==> config.mk <==
export PLATFORM = sky130hd
export DESIGN_NAME = pipe_stage_reg_flat
export DESIGN_NICKNAME = d
export VERILOG_FILES = /design/src/rtl/pipe_stage_reg_if.sv /design/src/rtl/pipe_stage_reg.sv /design/src/flat_wrapper.sv
export SDC_FILE = /design/constraint.sdc
export NUM_CORES = 1
export LEC_CHECK = 0
export CAP_MARGIN = 25
export CORE_MARGIN = 1
export CORE_UTILIZATION = 53
export CTS_BUF_LIST = sky130_fd_sc_hd__clkbuf_16
export DETAILED_ROUTE_END_ITERATION = 8
export PLACE_DENSITY = 0.9
export SYNTH_ARGS = -nofsm -noshare
export SYNTH_HDL_FRONTEND = slang
export SYNTH_SLANG_ARGS = --single-unit
==> constraint.sdc <==
create_clock -name clk -period 10.2 [get_ports clk]
set_input_delay 2.55 -clock clk [delete_from_list [all_inputs] [get_ports clk]]
set_output_delay 2.55 -clock clk [all_outputs]
set_load 0.02 [all_outputs]
==> src/rtl/pipe_stage_reg_if.sv <==
// -----------------------------------------------------------------------------
// pipe_stage_reg_if
//
// One valid/ready payload link between two pipeline stages.
//
// Signals:
//   valid  producer has a payload on data this cycle
//   ready  consumer can take the payload this cycle
//   data   DATA_W-bit packed payload
//
// Modports:
//   master  producer side (drives valid/data, observes ready)
//   slave   consumer side (observes valid/data, drives ready)
// -----------------------------------------------------------------------------
interface pipe_stage_reg_if #(
    parameter int DATA_W = 75
);
    logic              valid;
    logic              ready;
    logic [DATA_W-1:0] data;

    modport master (
        output valid,
        output data,
        input  ready
    );

    modport slave (
        input  valid,
        input  data,
        output ready
    );
endinterface

==> src/rtl/pipe_stage_reg.sv <==
// -----------------------------------------------------------------------------
// pipe_stage_reg
//
// Registered one-cycle pipeline hop with a valid/ready handshake, synchronous
// flush and a two-entry skid buffer. Full throughput is sustained while the
// downstream stage keeps ready high; back-pressure is absorbed by the skid
// register so that in_ready never depends combinationally on out_ready.
//
// Parameters:
//   DATA_W     payload width in bits (packed EX/MEM bundle is 75 bits)
//   RESET_VAL  value held by the payload registers after reset
//
// Ports:
//   clk        rising-edge clock
//   reset      asynchronous, active-high reset
//   flush      synchronous kill of every held entry
//   up         slave side of the upstream link  (in_valid / in_ready / in_data)
//   dn         master side of the downstream link (out_valid / out_ready / out_data)
//   occupancy  number of live entries: 0, 1 or 2
//
// Build option:
//   PIPE_STAGE_BUBBLE_ZERO_EN  when defined, out_data is forced to RESET_VAL
//                              whenever out_valid is low (zeroed bubbles).
//                              When undefined, payload registers only load on
//                              accept or skid transfer and out_data must be
//                              qualified by out_valid.
// -----------------------------------------------------------------------------
module pipe_stage_reg #(
    parameter int                 DATA_W    = 75,
    parameter logic [DATA_W-1:0]  RESET_VAL = '0
) (
    input  logic                  clk,
    input  logic                  reset,
    input  logic                  flush,
    pipe_stage_reg_if.slave       up,
    pipe_stage_reg_if.master      dn,
    output logic [1:0]            occupancy
);

    // State encoding equals the live-entry count, so occupancy is the state.
    localparam logic [1:0] S_EMPTY = 2'd0;
    localparam logic [1:0] S_ONE   = 2'd1;
    localparam logic [1:0] S_FULL  = 2'd2;

    logic [1:0]        state_q;
    logic [1:0]        state_d;
    logic              in_ready_q;
    logic              out_valid_q;
    logic [DATA_W-1:0] main_q;
    logic [DATA_W-1:0] main_d;
    logic [DATA_W-1:0] skid_q;
    logic [DATA_W-1:0] skid_d;
    logic              accept;
    logic              emit;

    assign accept = up.valid & in_ready_q;
    assign emit   = out_valid_q & dn.ready;

    // Next-state and payload steering. Flush overrides every transition; an
    // entry accepted or emitted in the flush cycle is simply consumed.
    always_comb begin
        state_d = state_q;
        main_d  = main_q;
        skid_d  = skid_q;
        if (flush) begin
            state_d = S_EMPTY;
`ifdef PIPE_STAGE_BUBBLE_ZERO_EN
            main_d  = RESET_VAL;
            skid_d  = RESET_VAL;
`endif
        end else begin
            case (state_q)
                S_EMPTY: begin
                    if (accept) begin
                        state_d = S_ONE;
                        main_d  = up.data;
                    end
                end
                S_ONE: begin
                    if (accept && emit) begin
                        main_d  = up.data;
                    end else if (accept) begin
                        // Downstream stalled: park the new payload behind main.
                        state_d = S_FULL;
                        skid_d  = up.data;
                    end else if (emit) begin
                        state_d = S_EMPTY;
`ifdef PIPE_STAGE_BUBBLE_ZERO_EN
                        main_d  = RESET_VAL;
`endif
                    end
                end
                S_FULL: begin
                    // in_ready is low here, so only the drain path exists.
                    if (emit) begin
                        state_d = S_ONE;
                        main_d  = skid_q;
                    end
                end
                default: begin
                    state_d = S_EMPTY;
                end
            endcase
        end
    end

    // Handshake outputs are registered from the next state so that neither
    // out_ready nor flush reaches in_ready combinationally.
    always_ff @(posedge clk or posedge reset) begin
        if (reset) begin
            state_q     <= S_EMPTY;
            in_ready_q  <= 1'b1;
            out_valid_q <= 1'b0;
            main_q      <= RESET_VAL;
            skid_q      <= RESET_VAL;
        end else begin
            state_q     <= state_d;
            in_ready_q  <= (state_d != S_FULL);
            out_valid_q <= (state_d != S_EMPTY);
            main_q      <= main_d;
            skid_q      <= skid_d;
        end
    end

    assign up.ready  = in_ready_q;
    assign dn.valid  = out_valid_q;
    assign dn.data   = main_q;
    assign occupancy = state_q;

endmodule

==> src/flat_wrapper.sv <==
// flat-port wrapper written by rule: the top's interface ports become plain ports
module pipe_stage_reg_flat 
#(
    parameter int                 DATA_W    = 75,
    parameter logic [DATA_W-1:0]  RESET_VAL = '0
)
  (clk, reset, flush, occupancy, up_valid, up_data, up_ready, dn_valid, dn_data, dn_ready);
  pipe_stage_reg_if #(.DATA_W(DATA_W)) up_i ();
  pipe_stage_reg_if #(.DATA_W(DATA_W)) dn_i ();
  input  logic clk;
  input  logic reset;
  input  logic flush;
  output logic [1:0] occupancy;
  input wire logic [$bits(up_i.valid)-1:0] up_valid;
  input wire logic [$bits(up_i.data)-1:0] up_data;
  output wire logic [$bits(up_i.ready)-1:0] up_ready;
  output wire logic [$bits(dn_i.valid)-1:0] dn_valid;
  output wire logic [$bits(dn_i.data)-1:0] dn_data;
  input wire logic [$bits(dn_i.ready)-1:0] dn_ready;
  assign up_i.valid = up_valid;
  assign up_i.data = up_data;
  assign up_ready = up_i.ready;
  assign dn_valid = dn_i.valid;
  assign dn_data = dn_i.data;
  assign dn_i.ready = dn_ready;
  pipe_stage_reg #(.DATA_W(DATA_W), .RESET_VAL(RESET_VAL)) u_core (.clk(clk), .reset(reset), .flush(flush), .up(up_i), .dn(dn_i), .occupancy(occupancy));
endmodule
==> flow_summary_export.csv <==
group,metric,value,unit
clock_tree,htree_levels,4,
power_and_ir_drop,seqPwrFrac,42.0,%
yosys,synth-async-reset-ratio,100,%
sta,period_needed,4.68,ns
yosys,ys_top_cells_by_count,"mux2_2, dfrtp_1, mux2_4",
global_routing,grt_pass1_vias,4411,
power_and_ir_drop,p_comb_share,31.6,%
worst_setup_path,path_cells,"clkdlybuf4s50_1, and2_1, a311o_2, buf_12, buf_4, mux2_4",
worst_setup_path,worst-endpoint-arrival,4.97,ns
drt,antenna_left,0,
worst_setup_path,slowest_stage,"buf_4",
power_and_ir_drop,power_density,247,mW/mm2
worst_setup_path,cp-endpoint,"u_core.skid_q[20]",
global_routing,antenna_found_initial,0,
final_layout,diodes,0,
clock_tree,cts_buffer_depth,2,
yosys,synth_flop_cell,"dfrtp_1",
sta,timing.fmax,214,MHz
power_and_ir_drop,power_leakage,0.00402,uW
drt,wl_met3,1010,um
yosys,synth-seq-area-share,55.8,%
worst_setup_path,reg2reg_depth,5,
yosys,synth_area,0.00691,mm2
clock_tree,clkTransAtPathRegs,0.06,ns
yosys,synthesis.nets,504,
clock_tree,cts.sinks,154,
power_and_ir_drop,clockPowerShare,26.4,%
floorplan,core_area,0.0127,mm2
final_layout,fillerInstances,800,
worst_setup_path,slowest_delay,0.61,ns
final_layout,register_area,0.00385,mm2
sta,rsz0062_at_grt,"no",
worst_setup_path,startpoint,"up_valid",
drt,route.detailed.drc,0,
yosys,yosysTopAreaCell,"dfrtp_1",
worst_setup_path,regToRegEndpoint,"u_core.skid_q[20]",
drt,num_vias,4085,
floorplan,die_y,116,um
clock_tree,cts_setup_buffers,0,
worst_hold_path,hold_path.class,"flip-flop to flip-flop",
place,place_congestion,0.779,
worst_setup_path,crit_required,10.50,ns
yosys,ys_ff_latch,154,
place,placed_cells,734,
global_routing,grt_max_degree,81,
worst_setup_path,critPathCaptureType,"flip-flop",
clock_tree,cts_hold_buf,0,
drt,dr.first_iter.drc_count,178,
worst_setup_path,r2r_slack,7.65,ns
yosys,synth_area_per_cell,16.3,um2
sta,final-setup-viol-count,0,
clock_tree,root_buffer,"clkbuf_16",
power_and_ir_drop,p_int,1620,uW
sta,fin_crit_sh,45.8,%
global_routing,grt-ovfl-total,0,
sta,drv_slew,0,
sta,fin_setup_tns,0,ns
power_and_ir_drop,p_sw_share,28.7,%
floorplan,pin_count,159,
sta,finalHoldViolations,0,
final_layout,multi_input_area,0.00288,mm2
drt,wl_met1,6040,um
drt,routed.top_layer,"met4",
floorplan,fp.dieArea,0.0135,mm2
job,maxCapViolations,0,
clock_tree,cts_tree,"done",
sta,slew_headroom,33.2,%
drt,finalWirelength,14200,um
drt,wl_per_cell,18.4,um
yosys,yosys.cell_types.count,25,
yosys,synth_top_area_share,55.4,%
place,dp_hpwl,9140,um
clock_tree,clk_latency,0.42,ns
yosys,syn_inst,424,
worst_setup_path,r2r_start,"u_core.up.ready",
drt,dr_wl_met2,6900,um
floorplan,initial_utilization,54.5,%
clock_tree,cts_resized,0,
yosys,synth_edf_count,0,
place,port_buffers,158,
final_layout,fin_nets,663,
sta,finClkSkew,0.00916,ns
drt,via_per_inst,5.32,
power_and_ir_drop,vdd_drop_max,160,uV
global_routing,grt_pass1_wl,22400,um
final_layout,stdcell_count,768,
global_routing,grt_usage,22.2,%
yosys,post-synth-top-count-cell,"mux2_2",
final_layout,area_growth,33.2,%
drt,firstDrtPassIters,4,
worst_setup_path,cp_max_fo,38,
clock_tree,numCtsBuffers,17,
status,status,"complete, no violations",
floorplan,fp-row-count,41,
yosys,ys.warnings.count,0,
worst_setup_path,startpoint_type,"input pin",
worst_setup_path,path_class,"input pin to flip-flop",
floorplan,die_w,116,um
sta,worst_pin_slew,1.00,ns
power_and_ir_drop,switchingPower,652,uW
yosys,netlist_top_cells_area,"dfrtp_1, mux2_2, mux2_4",
final_layout,drive_above_1_share,44.6,%
==> power groups by stage <==
stage	Clock, uW	Sequential, uW	Combinational [uW]
finish	599	954	718
global route	634	978	761
CTS	609	953	724
detailed placement	0	955	721
global placement	0	944	698
floorplan	0	1050	309
==> area by class of cell <==
cell class              instances  share of cell area, %
clock buffers                  17                   4.63
clock inverters                15                   1.44
inverters                       2                  0.136
multi-input cells             243                   31.3
flip-flops and latches        154                   41.9
well taps                     172                   2.34
repair buffers                165                   18.3
==> sequential cells by signal (all words and copies together), names as in the netlist <==
signal / cells
u_core.dn.data: 75
u_core.dn.valid: 1
u_core.up.ready: 1
u_core.occupancy: 2
u_core.skid_q: 75
==> placed cells by master (no fill, tap or decap), types with 2 or more instances in the layout <==
master | synthesis | routed
a21oi_1 | 3 | 3
buf_12 | 0 | 2
buf_4 | 2 | 4
bufinv_16 | 0 | 2
clkbuf_16 | 0 | 17
clkdlybuf4s50_1 | 0 | 158
clkinv_1 | 0 | 3
clkinv_2 | 0 | 5
clkinvlp_4 | 0 | 2
dfrtp_1 | 153 | 153
inv_1 | 2 | 2
inv_6 | 0 | 2
mux2_2 | 175 | 175
mux2_4 | 50 | 50
nand2_1 | 2 | 2
==> cells by family (layout without fill, tap and decap cells) <==
family | Yosys count | after routing | share of synthesized area [%]
compound gates | 10 | 10 | 1.20
buf+inv | 27 | 199 | 2.86
flops | 154 | 154 | 55.8
mux | 225 | 225 | 39.4
simple gates | 8 | 8 | 0.707
==> per-stage QoR <==
| stage | total power, uW | cell area (um2) | utilization, % | hold WS (ns) | setup slack (ns) |
|---|---|---|---|---|---|
| 2_1_floorplan | 1360 | 6910 | - | 0.474 | 3.50 |
| 3_3_place_gp | 1640 | 8570 | 67.6 | 0.482 | 4.84 |
| 3_5_place_dp | 1680 | 8590 | 67.8 | 0.488 | 4.74 |
| 4_1_cts | 2290 | 9150 | 72.2 | 0.505 | 5.18 |
| 5_1_grt | 2370 | 9200 | 72.6 | 0.513 | 5.43 |
| 6_report | 2270 | 9200 | 72.6 | 0.503 | 5.52 |
==> worst max-delay path: cells and delay by family <==
kind / cells / cell delay, ns
mux: 1 / 0.36
buf+inv: 3 / 1.41
compound gates: 1 / 0.39
simple gates: 1 / 0.19
==> per-layer routing <==
| layer | vias up | track usage [%] |
|---|---|---|
| met4 | 0 | 9.83 |
| met1 | 2095 | 27.1 |
| met5 | - | 0 |
| met3 | 15 | 7.27 |
| met2 | 127 | 36.0 |
| li1 | 1848 | - |
==> worst min-delay path by stage <==
stage                      startpoint           endpoint  slack, ns  cells after the start
finish              u_core.skid_q[57]  u_core.skid_q[57]       0.50                      1
global route        u_core.skid_q[26]  u_core.skid_q[26]       0.51                      1
CTS                 u_core.skid_q[48]  u_core.skid_q[48]       0.51                      1
floorplan           u_core.skid_q[67]  u_core.skid_q[67]       0.47                      1
global placement    u_core.skid_q[69]  u_core.skid_q[69]       0.48                      1
detailed placement  u_core.skid_q[59]  u_core.skid_q[59]       0.49                      1
Power figures use the tool's default switching activity.
